<file path="config.mk">
export PLATFORM = sky130hd
export DESIGN_NAME = rr_burst_arbiter
export DESIGN_NICKNAME = d
export VERILOG_FILES = /design/src/rtl/rr_burst_arbiter.sv
export SDC_FILE = /design/constraint.sdc
export NUM_CORES = 1
export LEC_CHECK = 0
export ABC_AREA = 1
export BUFFER_PORTS_ARGS = -buffer_cell sky130_fd_sc_hd__buf_4
export CAP_MARGIN = 20
export CORE_UTILIZATION = 55
export DETAILED_ROUTE_END_ITERATION = 8
export HOLD_SLACK_MARGIN = 0.06
export PLACE_DENSITY = 0.84
export SYNTH_ARGS = -nofsm -noshare
export SYNTH_HDL_FRONTEND = slang
export SYNTH_SLANG_ARGS = --single-unit
</file>
<file path="constraint.sdc">
create_clock -name clk -period 3.9 [get_ports clk]
set_input_delay 0.195 -clock clk [delete_from_list [all_inputs] [get_ports clk]]
set_output_delay 0.195 -clock clk [all_outputs]
set_load 0.1 [all_outputs]
</file>
<file path="src/rtl/rr_burst_arbiter.sv">
// Purpose : round-robin burst arbiter; it pops four input FIFOs and steers each popped word to one of four output FIFOs.
// Latency : pop is combinational in the grant cycle; push/mux_sel/demux_sel are registered and follow one cycle later.
// Backpress: an input is skipped while the almost-full flag of its head destination is set; pops never stall a push.
//
// Ports:
//   clk, reset              single clock, synchronous active-high reset
//   empty0..3, dest0..3     input-FIFO empty flags and head-word destinations
//   afull0..3               output-FIFO almost-full flags
//   pop0..3                 combinational pop strobes (at most one high)
//   push0..3                registered push strobes to output FIFOs
//   mux_sel, demux_sel      registered source / destination of the word on the data path
//   idle                    high while the FSM is in IDLE
module rr_burst_arbiter #(
  parameter int unsigned BURST = 4
) (
  input  logic       clk,
  input  logic       reset,
  input  logic       empty0,
  input  logic       empty1,
  input  logic       empty2,
  input  logic       empty3,
  input  logic [1:0] dest0,
  input  logic [1:0] dest1,
  input  logic [1:0] dest2,
  input  logic [1:0] dest3,
  input  logic       afull0,
  input  logic       afull1,
  input  logic       afull2,
  input  logic       afull3,
  output logic       pop0,
  output logic       pop1,
  output logic       pop2,
  output logic       pop3,
  output logic       push0,
  output logic       push1,
  output logic       push2,
  output logic       push3,
  output logic [1:0] mux_sel,
  output logic [1:0] demux_sel,
  output logic       idle
);

  localparam logic [3:0] BURST_C = 4'(BURST);

  typedef enum logic {IDLE, SERVE} state_t;

  state_t     r_state, w_state_nxt;
  logic [1:0] r_g, w_g_nxt;
  logic [3:0] r_cnt, w_cnt_nxt;
  logic [3:0] r_push;
  logic [1:0] r_mux_sel;
  logic [1:0] r_demux_sel;

  logic [3:0] w_empty;
  logic [3:0] w_afull;
  logic [1:0] w_dest [4];
  logic [3:0] w_elig;
  logic       w_stay;
  logic       w_found;
  logic [1:0] w_win;
  logic [1:0] w_idx;
  logic [3:0] w_pop;
  logic       w_pop_any;

  assign w_empty   = {empty3, empty2, empty1, empty0};
  assign w_afull   = {afull3, afull2, afull1, afull0};
  assign w_dest[0] = dest0;
  assign w_dest[1] = dest1;
  assign w_dest[2] = dest2;
  assign w_dest[3] = dest3;

  always_comb begin
    for (int i = 0; i < 4; i++) begin
      w_elig[i] = !w_empty[i] && !w_afull[w_dest[i]];
    end
  end

  // Continue the current burst only while it is live and under budget.
  assign w_stay = (r_state == SERVE) && w_elig[r_g] && (r_cnt < BURST_C);

  // Rotating search g+1, g+2, g+3, g. Reaching g here (burst exhausted and
  // nobody else eligible) counts as a fresh grant, so the burst restarts at 1.
  always_comb begin
    w_found = 1'b0;
    w_win   = r_g;
    w_idx   = r_g;
    if (w_stay) begin
      w_found = 1'b1;
      w_win   = r_g;
    end else begin
      for (int k = 1; k <= 4; k++) begin
        w_idx = r_g + 2'(k);
        if (!w_found && w_elig[w_idx]) begin
          w_found = 1'b1;
          w_win   = w_idx;
        end
      end
    end
  end

  assign w_pop_any = w_found && !reset;
  assign w_pop     = w_pop_any ? (4'b0001 << w_win) : 4'b0000;

  // Next-state / grant-update process.
  always_comb begin
    w_state_nxt = IDLE;
    w_g_nxt     = r_g;
    w_cnt_nxt   = r_cnt;
    if (w_found) begin
      w_state_nxt = SERVE;
      if (w_stay) begin
        w_cnt_nxt = r_cnt + 4'd1;
      end else begin
        w_g_nxt   = w_win;
        w_cnt_nxt = 4'd1;
      end
    end
  end

  always_ff @(posedge clk) begin
    if (reset) begin
      r_state <= IDLE;
      r_g     <= 2'd3;
      r_cnt   <= 4'd0;
    end else begin
      r_state <= w_state_nxt;
      r_g     <= w_g_nxt;
      r_cnt   <= w_cnt_nxt;
    end
  end

  // Data-path steering registers, aligned with the word the FIFO returns
  // one cycle after the pop. Selects hold across cycles without a pop.
  always_ff @(posedge clk) begin
    if (reset) begin
      r_push      <= 4'b0000;
      r_mux_sel   <= 2'd0;
      r_demux_sel <= 2'd0;
    end else if (w_pop_any) begin
      r_push      <= 4'b0001 << w_dest[w_win];
      r_mux_sel   <= w_win;
      r_demux_sel <= w_dest[w_win];
    end else begin
      r_push      <= 4'b0000;
    end
  end

  assign {pop3, pop2, pop1, pop0}     = w_pop;
  assign {push3, push2, push1, push0} = r_push;
  assign mux_sel   = r_mux_sel;
  assign demux_sel = r_demux_sel;
  assign idle      = (r_state == IDLE);

endmodule

</file>
==> out/metrics.cfg <==
[run_status]
status = finished, final reports clean

[die]
ios = 31
start_util_pct = 60.8
dieHeight_um = 46.4
core-area_um2 = 1780
row_count = 15
die_area_um2 = 2150
dieWidth_um = 46.4

[drt]
viasPerCell = 5.15
wirelength_um = 2600
drtIter0Drc = 39
drc = 0
firstDrtPassIters = 4
routedWlPerCell_um = 11.4
vias = 1180
ant_nets = 0

[min_path]
hold_path_depth = 2
min_from = reset
min_to = r_cnt[3]$_SDFFE_PP0N_
hold_path_class = in -> reg

[placed_design]
postPlaceCellArea_um2 = 1330
place_hpwl_um = 2130
gp_congestion = 0.883
port_buffers = 30

[synthesis]
yosysSeqAreaShare_pct = 27.7
yosys_warnings = 0
syn_nets = 190
synth_edf_count = 0
ys.flop_type = dfxtp_1
synth.top_cell.area_share_pct = 27.7
synth_area_per_cell_um2 = 6.34
syn-instance-count = 171
synth_seq_cells = 15
yosysTopAreaCell = dfxtp_1
synthDistinctLibCells = 23
mappedNetlistArea_um2 = 1080
async_reset_ff_share_pct = 0
yosys-top-cells-area = dfxtp_1 (28%), nand2_1 (19%), nand3_1 (14%), nand3_2 (7.4%), inv_1 (5.9%)

[worst_setup_path]
path_max_fanout = 8
start_kind = flip-flop
end_kind = output pin
worstPathRequired_ns = 3.70
r2r_slack_ns = 1.90
crit_type = reg -> out
r2r_end = r_push[1]$_SDFF_PP0_
crit_arrival_ns = 2.41
rr_startpoint = r_g[0]$_SDFFE_PP1P_
reg2reg_depth = 14

[layout]
syn_to_final_growth_pct = 25.4
drive_above_1_share_pct = 32.4
postLayoutCellArea_um2 = 1360
fillers = 140
mostFrequentLayoutCell = nand2_1
nets = 224
layout_common_cells = nand2_1 (55), nand3_1 (31), buf_4 (30)
diodes = 0

[clocking]
cts_tree = yes
cts_resized = 0
cts_root_buf = clkbuf_4
cts_buffer_depth = 2
ctsHoldBuffers = 0
htree_levels = 1
cts_sinks = 15
path_clk_slew_ns = 0.08
insertion_delay_ns = 0.28
cts_setup_buffers = 0
numCtsBuffers = 3

[global_routing]
grt_pass1_vias = 1055
grt_pass1_wl_um = 4320
grt_max_degree = 9
grt.total_usage_pct = 27.7
antenna_found_initial = 0
overflow = 0

[sta]
holdWs_ns = 0.131
hold_viol = 0
max_freq_ghz = 0.384
maxSlewViolCount = 0
setup_tns_ns = 0
tightest_slew_ns = 0.421
fin_skew_ns = 0.00277
finalCritPeriodShare_pct = 66.8
fin_crit_ns = 2.61
maxSlewHeadroom_pct = 71.7
rsz0062_at_grt = no
setup_violations = 0

[job]
maxCapViolations = 0

[sequential cells by signal, indices dropped and copies added, names as in the netlist]
signal,count
r_g,2
r_cnt,4
r_state,1
demux_sel,2
r_push,4
mux_sel,2
[area by class of cell]
cell class,count,area [um^2],share of cell area [%]
clock buffers,4,26.3,1.93
inverters,26,103,7.54
multi-input cells,129,674,49.6
flip-flops and latches,15,300,22.1
well taps,25,31.3,2.30
repair buffers,30,225,16.6
[through the flow]
step	instances	setup WS (ns)	utilization, %
3_5_place_dp	225	1.61	74.8
6_report	229	1.29	76.3
3_3_place_gp	225	1.73	74.8
2_1_floorplan	171	0.858	-
4_1_cts	229	1.27	76.3
5_1_grt	229	1.08	76.3
[per-layer routing]
layer  share of wire [%]  vias up  track usage [%]
li1                    -      616                -
met1                  44      531             34.4
met2                  51       29             45.8
met3                 4.8        4             5.88
met4                0.77        0             11.2
met5                   0        -                0
[synth_stat cells (2+ instances only)]
library cell   n
nand2_1       55
nand3_1       31
inv_1         17
dfxtp_1       15
nand2_2        9
nor2_1         9
nand3_2        8
inv_2          7
a21oi_1        3
inv_4          2
nand2_4        2
o21ai_1        2
[critical path, stage by stage (launching register included)]
cell and delay [ns]:
dfxtp_1 0.56, inv_2 0.15, nand3_1 0.15, nand3_1 0.11
nand2_2 0.14, nand3_2 0.13, o211ai_2 0.10, nand2_2 0.09
nand2_4 0.09, inv_4 0.04, nor3_2 0.14, nand2_1 0.08
inv_1 0.07, buf_4 0.28
[cell families after synthesis]
logic type | count (synthesis) | share of synthesized area (%)
XOR/XNOR | 1 | 1.50
AO/OA/AOI/OAI | 7 | 4.15
flip-flops | 15 | 27.7
adder cells (fa/ha/maj) | 1 | 1.15
AND/OR/NAND/NOR | 120 | 55.4
buffers and inverters | 27 | 10.2
[how the worst max path moves through the flow]
| stage | from | endpoint | slack [ns] |
|---|---|---|---|
| CTS | r_g[0]$_SDFFE_PP1P_ | pop1 | 1.27 |
| floorplan | r_state$_SDFF_PP0_ | pop2 | 0.86 |
| global placement | r_g[0]$_SDFFE_PP1P_ | pop0 | 1.73 |
| finish | r_g[0]$_SDFFE_PP1P_ | pop1 | 1.29 |
| global route | r_g[0]$_SDFFE_PP1P_ | pop1 | 1.08 |
| detailed placement | r_g[0]$_SDFFE_PP1P_ | pop1 | 1.61 |
Power is left out: the tool's default activity adds up to more than one toggle a clock period on the data nets, which glitch-free logic cannot reach.
